File: src/rtl/rom_pkg.sv
// Shared types and table definition for the burst-read ROM.
// rom_entry is the single source of truth for table contents.
package rom_pkg;

    typedef enum logic {
        IDLE,
        BURST
    } state_t;

    function automatic logic [31:0] rom_entry(
        input logic [31:0] addr,
        input int unsigned depth,
        input int unsigned step,
        input int unsigned data_w
    );
        logic [63:0] prod;
        logic [63:0] mask;
        prod = 64'(addr) * 64'(step);
        mask = (64'd1 << data_w) - 64'd1;
        if (addr >= depth) begin
            rom_entry = 32'd0;
        end else begin
            rom_entry = 32'(prod & mask);
        end
    endfunction

endpackage

File: src/rtl/rom_table.sv
// Combinational table lookup with out-of-range flag.
// Kept separate so a file-initialised table can replace it later.
module rom_table
    import rom_pkg::*;
#(
    parameter int unsigned ADDR_W = 8,
    parameter int unsigned DATA_W = 4,
    parameter int unsigned DEPTH  = 8,
    parameter int unsigned STEP   = 2
) (
    input  logic [ADDR_W-1:0] addr,
    output logic [DATA_W-1:0] data,
    output logic              oob
);

    logic [31:0] addr_ext;
    logic [31:0] word;

    assign addr_ext = 32'(addr);
    assign word     = rom_entry(addr_ext, DEPTH, STEP, DATA_W);
    assign oob      = (addr_ext >= 32'(DEPTH));
    assign data     = DATA_W'(word);

endmodule

File: src/rtl/rom_burst_reader.sv
// Handshaked burst reader over a constant lookup table.
// One registered beat per cycle, address wraps at 2^ADDR_W.
module rom_burst_reader
    import rom_pkg::*;
#(
    parameter int unsigned ADDR_W = 8,
    parameter int unsigned DATA_W = 4,
    parameter int unsigned DEPTH  = 8,
    parameter int unsigned STEP   = 2
) (
    input  logic              clk,
    input  logic              rst_n,
    input  logic              req_valid,
    output logic              req_ready,
    input  logic [ADDR_W-1:0] req_addr,
    input  logic [ADDR_W-1:0] req_len,
    output logic              rsp_valid,
    input  logic              rsp_ready,
    output logic [DATA_W-1:0] rsp_data,
    output logic              rsp_last,
    output logic              rsp_oob
);

    state_t            state, state_n;
    logic [ADDR_W-1:0] cur_addr, cur_addr_n;
    logic [ADDR_W-1:0] remaining, remaining_n;
    logic [DATA_W-1:0] data_n;
    logic              last_n;
    logic              oob_n;

    logic [ADDR_W-1:0] lk_addr;
    logic [DATA_W-1:0] lk_data;
    logic              lk_oob;
    logic [ADDR_W-1:0] addr_inc;

    assign addr_inc = cur_addr + ADDR_W'(1);
    assign lk_addr  = (state == IDLE) ? req_addr : addr_inc;

    rom_table #(
        .ADDR_W (ADDR_W),
        .DATA_W (DATA_W),
        .DEPTH  (DEPTH),
        .STEP   (STEP)
    ) u_table (
        .addr (lk_addr),
        .data (lk_data),
        .oob  (lk_oob)
    );

    // Handshake outputs are pure state decode
    assign req_ready = (state == IDLE);
    assign rsp_valid = (state == BURST);

    always_ff @(posedge clk or negedge rst_n) begin
        if (!rst_n) begin
            state     <= IDLE;
            cur_addr  <= '0;
            remaining <= '0;
            rsp_data  <= '0;
            rsp_last  <= 1'b0;
            rsp_oob   <= 1'b0;
        end else begin
            state     <= state_n;
            cur_addr  <= cur_addr_n;
            remaining <= remaining_n;
            rsp_data  <= data_n;
            rsp_last  <= last_n;
            rsp_oob   <= oob_n;
        end
    end

    always_comb begin
        state_n     = state;
        cur_addr_n  = cur_addr;
        remaining_n = remaining;
        data_n      = rsp_data;
        last_n      = rsp_last;
        oob_n       = rsp_oob;
        unique case (state)
            IDLE: begin
                if (req_valid) begin
                    state_n     = BURST;
                    cur_addr_n  = req_addr;
                    remaining_n = req_len;
                    data_n      = lk_data;
                    oob_n       = lk_oob;
                    last_n      = (req_len == '0);
                end
            end
            BURST: begin
                if (rsp_ready) begin
                    if (rsp_last) begin
                        state_n = IDLE;
                    end else begin
                        cur_addr_n  = addr_inc;
                        remaining_n = remaining - ADDR_W'(1);
                        data_n      = lk_data;
                        oob_n       = lk_oob;
                        last_n      = (remaining == ADDR_W'(1));
                    end
                end
            end
            default: state_n = IDLE;
        endcase
    end

endmodule

File: config.mk
export PLATFORM = sky130hd
export DESIGN_NAME = rom_burst_reader
export DESIGN_NICKNAME = d
export VERILOG_FILES = /design/src/rtl/rom_pkg.sv /design/src/rtl/rom_table.sv /design/src/rtl/rom_burst_reader.sv
export SDC_FILE = /design/constraint.sdc
export NUM_CORES = 1
export LEC_CHECK = 0
export CAP_MARGIN = 20
export CORE_UTILIZATION = 52
export CTS_BUF_LIST = sky130_fd_sc_hd__clkbuf_8
export CTS_CLUSTER_SIZE = 10
export DETAILED_ROUTE_END_ITERATION = 8
export GPL_TIMING_DRIVEN = 0
export PLACE_DENSITY = 0.85
export SYNTH_ARGS = -nofsm -noshare
export SYNTH_HDL_FRONTEND = slang
export SYNTH_SLANG_ARGS = --single-unit
export TNS_END_PERCENT = 5
File: constraint.sdc
create_clock -name clk -period 2.3 [get_ports clk]
set_input_delay 0.23 -clock clk [delete_from_list [all_inputs] [get_ports clk]]
set_output_delay 0.23 -clock clk [all_outputs]
set_load 0.02 [all_outputs]
==> results of run 1 <==
cell usage in the layout (no fill, tap or decap), types with 2 or more instances in the layout:
cell type                          n
sky130_fd_sc_hd__nor4_1            3
sky130_fd_sc_hd__inv_1             5
sky130_fd_sc_hd__o21ai_0          18
sky130_fd_sc_hd__a21oi_1          14
sky130_fd_sc_hd__o31ai_1           3
sky130_fd_sc_hd__clkdlybuf4s50_1  26
sky130_fd_sc_hd__nand2b_1          3
sky130_fd_sc_hd__nand2_1          17
sky130_fd_sc_hd__nor3_1            3
sky130_fd_sc_hd__ha_1              3
sky130_fd_sc_hd__o22ai_1           5
sky130_fd_sc_hd__or3_1             3
sky130_fd_sc_hd__nand3_1          10
sky130_fd_sc_hd__nor3b_1           2
sky130_fd_sc_hd__nor2_1           11
sky130_fd_sc_hd__a31o_1            2
sky130_fd_sc_hd__clkbuf_8          3
sky130_fd_sc_hd__nor2b_1           2
sky130_fd_sc_hd__dfrtp_1          22
sky130_fd_sc_hd__buf_2             5
sky130_fd_sc_hd__mux2i_1           4
power by group through the flow:
stage / Combinational [mW] / Clock (mW) / Sequential, mW
global placement: 1.06 / 0 / 0.723
CTS: 1.11 / 0.370 / 0.730
detailed placement: 1.10 / 0 / 0.737
global route: 1.24 / 0.387 / 0.763
finish: 1.12 / 0.368 / 0.740
floorplan: 0.735 / 0 / 0.744
final timing paths:
check	start	to	slack (ns)	depth (start not counted)
setup / recovery	rsp_valid	req_ready	0.20	3
hold / removal	rst_n	remaining[7]	0.18	1
setup reg to reg	cur_addr[0]	rsp_oob	0.36	6
hold reg to reg	rsp_data[2]	rsp_data[2]	0.49	2
max in group asynchronous	rst_n	cur_addr[1]	1.75	2
min in group clk	rsp_data[2]	rsp_data[2]	0.49	2
metrics by stage:
stage	setup WS [ns]	cell area (sq um)	hold WS (ns)
CTS	0.2031	1649	0.4885
detailed placement	0.3805	1578	0.4696
global route	0.09765	1677	0.1813
finish	0.1985	1677	0.1807
global placement	0.4116	1578	0.4662
floorplan	0.6226	1282	-0.06559
cells by family (layout without fill, tap and decap cells):
| family | Yosys count | count (layout) | synth area share (%) |
|---|---|---|---|
| fa+ha+maj | 3 | 3 | 2.927 |
| simple gates | 58 | 58 | 22.44 |
| compound gates | 48 | 48 | 21.86 |
| xor+xnor | 1 | 1 | 0.6831 |
| other cells | 1 | 1 | 0.2924 |
| mux | 5 | 5 | 4.292 |
| buf+inv | 13 | 44 | 4.585 |
| flops | 22 | 22 | 42.93 |
state kept, by name, indices dropped and copies added (netlist names):
name / count
cur_addr: 8
rsp_data: 3
rsp_last: 1
rsp_oob: 1
remaining: 8
rsp_valid: 1
final cells by class:
| type | instances | share of cell area, % |
|---|---|---|
| Tap cell | 28 | 2.090 |
| Multi-Input combinational cell | 116 | 40.15 |
| Sequential cell | 22 | 32.84 |
| Clock inverter | 1 | 1.791 |
| Clock buffer | 3 | 2.463 |
| Inverter | 6 | 1.343 |
| Timing Repair Buffer | 27 | 17.16 |
| Buffer | 7 | 2.164 |
metal layers:
layer  vias to the layer above  global-route usage (%)
li1                        609                       -
met1                       590                   33.52
met2                        54                   42.86
met3                         9                   4.094
met4                         0                   10.36
met5                         -                       0
==> impl_metrics.ini, run 1 <==
[power_and_ir_drop]
internal_cell_power_mw = 1.258
power_switching_share_pct = 43.59
power.ir.vdd_worst_uv = 816.4
power_frac_seq_pct = 33.2
p_per_area_mw_per_mm2 = 1330
power.share.clock_pct = 16.5
totalPowerFinal_mw = 2.230
comb_power_share_pct = 50.3
p_leak_nw = 0.7055
switchingPower_mw = 0.9723

[detailed_routing]
detail_route.drc_violations = 0
route.detailed.vias_per_inst = 6.010
initialDrtViolationCount = 39
detail_route.wl_per_cell_um = 14.94
met3WireLength_um = 169
dr.pass1.iters = 4
ant_nets = 0
detail_route.wirelength.met1_um = 1476
wl_met2_um = 1430
detail_route.wirelength_um = 3138
number_of_vias_in_the_routed_layout = 1262
route.top_layer_used = met4

[finish]
multi_input_area_sq_um = 673.1
layout.nets = 206
seq_cell_area_sq_um = 550.5
layoutNonFillerInstCount = 210
area_growth_syn_to_layout_pct = 30.73
final_layout_size_suffix_gt1_share_pct = 8.242
final_util_pct = 73.67
number_of_diodes = 0
layout_filler_cell_count = 174

[timing]
setup-violations-final = 0
timing_max_transition_violations_final = 0
finalHoldViolations = 0
finalCritPeriodShare_pct = 91.37
setup_repair_after_global_routing_missed_its_margin = false
timing.setup.tns_ns = 0
clock_skew_ns = 0.002644
maxClockFrequency_ghz = 0.4758
final.min_clock_period_ns = 2.102

[logic_synthesis]
synth-edff-count = 0
synthTopCellsByCount = sky130_fd_sc_hd__dfrtp_1, sky130_fd_sc_hd__o21ai_0, sky130_fd_sc_hd__nand2_1
synth_cell_type_count = 35
synth_fp_nets = 174
syn_inst = 151
share_of_async_settable_or_async_resettable_flops_after_synthesis_pct = 100.0
post_synth.cell_area_avg_sq_um = 8.493
seq_total_area_yosys_pct = 42.93
yosysWarnings = 0
yosysTopAreaCell = sky130_fd_sc_hd__dfrtp_1
synth.cell_area_sq_mm = 0.001282
synth_ff_type = sky130_fd_sc_hd__dfrtp_1
synth_area_leaders = sky130_fd_sc_hd__dfrtp_1, sky130_fd_sc_hd__o21ai_0, sky130_fd_sc_hd__a21oi_1, sky130_fd_sc_hd__nand2_1, sky130_fd_sc_hd__nand3_1
ys_seq_elements = 22
synthMostInstantiatedCell = sky130_fd_sc_hd__dfrtp_1
synthDominantCellAreaShare_pct = 42.93

[setup_path]
cp-start-kind = flop
cp_top_family = buffers and inverters
timing.critical_path.arrival_ns = 1.87
critical_path.max_stage_delay_ns = 0.62
worst_setup_path_end_kind = output pin
critPathRequiredTime_ns = 2.07
path_class = flop to output pin
critPathSlowestCell = sky130_fd_sc_hd__clkdlybuf4s50_1
path_cells = buf_2 -> clkinv_1 -> clkdlybuf4s50_1
worst-path-max-fanout = 10
number_of_buffers_and_inverters_on_the_critical_path = 3

[clocking]
clock_tree.htree_level_count = 1
path_clk_slew_ns = 0.08
cts.sink_count = 22
ctsResizeCount = 0
post-cts-setup-buffer-count = 0
clock_latency_ns = 0.27
cts.root.buffer_cell = sky130_fd_sc_hd__clkbuf_8
post_cts_hold_buffer_count = 0
cts-root-to-sink-buffers = 2
cts-buffers-inserted = 3
tritoncts = built

[floorplanning]
die_area_sq_mm = 0.002669
start_util_pct = 56.35
placementRows = 17
coreArea_sq_mm = 0.002276
die_height_um = 51.66
die_width_um = 51.66
top_level_ports = 28

[placement]
dp.cells = 205
port_buffers = 26
hpwlAfterDp_um = 2203
finalWeightedCongestion = 0.8078

[grt]
grt_antenna_before_repair = 0
largest_net_degree_at_the_start_of_global_routing = 23
vias_in_the_first_global_route = 1160
first_pass_grt_wire_length_um = 5092
globalRouteOverflowTotal = 0
gr-usage-all-layers_pct = 25.86

[status]
run_status = complete, no violations

[job]
maxCapViolations = 0

[hold_path]
holdCritPathClass = input pin to asynchronous set/reset pin
No activity file was read; power rests on OpenSTA's default activity.
==> run 2: changes to the inputs <==
--- a/config.mk
+++ b/config.mk
@@ -6,12 +6,12 @@
 export NUM_CORES = 1
 export LEC_CHECK = 0
 export CAP_MARGIN = 20
-export CORE_UTILIZATION = 52
+export CORE_UTILIZATION = 35
 export CTS_BUF_LIST = sky130_fd_sc_hd__clkbuf_8
 export CTS_CLUSTER_SIZE = 10
 export DETAILED_ROUTE_END_ITERATION = 8
 export GPL_TIMING_DRIVEN = 0
-export PLACE_DENSITY = 0.85
+export PLACE_DENSITY = 0.62
 export SYNTH_ARGS = -nofsm -noshare
 export SYNTH_HDL_FRONTEND = slang
 export SYNTH_SLANG_ARGS = --single-unit
==> run 2 against run 1 <==
- register-to-register slack barely moved
- setup slack lost 0.0052 ns
- fmax is 0.25% lower
- worst hold slack better by 0.13 ns
- design area down 0.37%
- power fell by 5.4%
- sequential cell count unchanged
- first-iteration DRC count shrank 15%
- wire length down 3.9%
- critical path depth unchanged
- clock skew rose by 0.0030 ns
==> impl_metrics.ini, run 2 (synthesis gave the netlist of run 1 again) <==
[clocking]
clock_latency_ns = 0.26
cts-buffers-inserted = 3
post-cts-setup-buffer-count = 0
cts.sink_count = 22
ctsResizeCount = 0
cts.root.buffer_cell = sky130_fd_sc_hd__clkbuf_8
tritoncts = built
path_clk_slew_ns = 0.08
clock_tree.htree_level_count = 1
post_cts_hold_buffer_count = 0
cts-root-to-sink-buffers = 2

[timing]
setup_repair_after_global_routing_missed_its_margin = false
setup-violations-final = 0
fin_ws_ns = 0.1932
finalCritPeriodShare_pct = 91.60
timing_max_transition_violations_final = 0
worst_slew_margin_rel_pct = 65.07
clock_skew_ns = 0.005604
timing.setup.tns_ns = 0
worst_slew_pin_slew_ns = 0.5224
maxClockFrequency_ghz = 0.4747
finalHoldViolations = 0
final.min_clock_period_ns = 2.107

[power_and_ir_drop]
p_leak_nw = 0.6933
totalPowerFinal_mw = 2.111
p_per_area_mw_per_mm2 = 1264
power.ir.vdd_worst_uv = 545.3

[detailed_routing]
detail_route.wirelength_um = 3016
initialDrtViolationCount = 33
detail_route.wl_per_cell_um = 13.23
route.detailed.vias_per_inst = 5.237
dr.pass1.iters = 4
detail_route.drc_violations = 0
number_of_vias_in_the_routed_layout = 1194
ant_nets = 0

[setup_path]
cp_top_family = buffers and inverters
worst-path-max-fanout = 10
worstSetupEndpoint = req_ready
worstReg2RegEnd = rsp_oob
number_of_buffers_and_inverters_on_the_critical_path = 3
r2r_setup_slack_ns = 0.35
critical_path.max_stage_delay_ns = 0.62
timing.critical_path.depth = 3
critPathRequiredTime_ns = 2.07
crit-reg2reg-launch = cur_addr[0]
setup.worst_path.start = rsp_valid
path_class = flop to output pin
timing.critical_path.arrival_ns = 1.88
path_cells = buf_2 -> clkinv_1 -> clkdlybuf4s50_1
worst_setup_path_end_kind = output pin
r2r.worst_path.cells = 6
critPathSlowestCell = sky130_fd_sc_hd__clkdlybuf4s50_1
cp-start-kind = flop

[grt]
grt_antenna_before_repair = 0
largest_net_degree_at_the_start_of_global_routing = 23
first_pass_grt_wire_length_um = 5306
vias_in_the_first_global_route = 1184
gr-usage-all-layers_pct = 16.83
globalRouteOverflowTotal = 0

[hold_path]
holdCritPathClass = input pin to asynchronous set/reset pin

[finish]
most-common-layout-cells = sky130_fd_sc_hd__clkdlybuf4s50_1, sky130_fd_sc_hd__dfrtp_1, sky130_fd_sc_hd__o21ai_0, sky130_fd_sc_hd__nand2_1, sky130_fd_sc_hd__a21oi_1
area_growth_syn_to_layout_pct = 30.24
layout_commonest_cell = sky130_fd_sc_hd__clkdlybuf4s50_1
layout.nets = 206
number_of_diodes = 0
biggest_regs = cur_addr x8, remaining x8, rsp_data x3
final_layout_size_suffix_gt1_share_pct = 8.242

[status]
run_status = complete, no violations

[placement]
finalWeightedCongestion = 0.7727
pre_cts_ws_ns = 0.3663
port_buffers = 26
hpwlAfterDp_um = 2251

[floorplanning]
top_level_ports = 28
die_height_um = 62.53
placementRows = 21
start_util_pct = 37.55
coreArea_sq_mm = 0.003416
die_area_sq_mm = 0.003910
die_width_um = 62.53

[job]
maxCapViolations = 0
==> run 2: changes by cell type in the layout (fill, tap and decap cells not counted), sizes merged <==
cell / delta
bufinv: -1
clkbuf: +1
==> run 2: area by class of cell <==
type,count,area [sq um]
inverter,6,22.52
sequential,22,550.5
tap,46,57.56
buffer,7,36.28
fill,335,1745
clock buffer,4,55.05
timing repair buffer,27,275.3
multi-input combinational,116,673.1
==> run 2: metrics by stage <==
stage / util, % / instances / area, sq um / hold slack [ns]
after floorplan: - / 151 / 1282 / -0.06559
after global placement: 46.85 / 223 / 1600 / 0.4668
after detailed placement: 46.85 / 223 / 1600 / 0.4688
after CTS: 48.46 / 227 / 1655 / 0.4934
after global routing: 48.90 / 228 / 1670 / 0.3540
final: 48.90 / 228 / 1670 / 0.3069
==> run 2: worst min path at each step <==
stage                  endpoint  slack [ns]  cells after the start
CTS                 rsp_data[3]        0.49                      2
global route        cur_addr[4]        0.35                      1
finish              cur_addr[4]        0.31                      1
detailed placement  rsp_data[1]        0.47                      2
global placement    rsp_data[1]        0.47                      2
floorplan           cur_addr[0]       -0.07                      0
==> run 2: layer usage <==
layer / vias up / track usage, % / routed length [um]
met5: - / 0 / 0
met2: 21 / 25.82 / 1320
met3: 4 / 2.737 / 82
met1: 564 / 23.41 / 1578
met4: 0 / 6.977 / 34
li1: 605 / - / -
==> run 2: where the power goes <==
part	total [mW]	internal [mW]	switching, mW
clock	0.277	0.152	0.124
sequential	0.733	0.551	0.182
combinational	1.10	0.470	0.631
==> run 3: changes to the inputs <==
==> constraint.sdc (replaced) <==
create_clock -name clk -period 2.4 [get_ports clk]
set_input_delay 0.24 -clock clk [delete_from_list [all_inputs] [get_ports clk]]
set_output_delay 0.24 -clock clk [all_outputs]
set_load 0.02 [all_outputs]
==> results of run 3 <==
The final DEF is identical to that of run 2. Status: complete, no violations.
Main changes from that run: setup slack after placement 0.3663 ns -> 0.4663 ns; setup slack after layout 0.1932 ns -> 0.2832 ns; hold slack 0.3069 ns -> 0.3169 ns; register-to-register setup slack 0.35 ns -> 0.45 ns; total power 2.111 mW -> 2.023 mW; worst IR drop on VDD 545.3 uV -> 522.6 uV
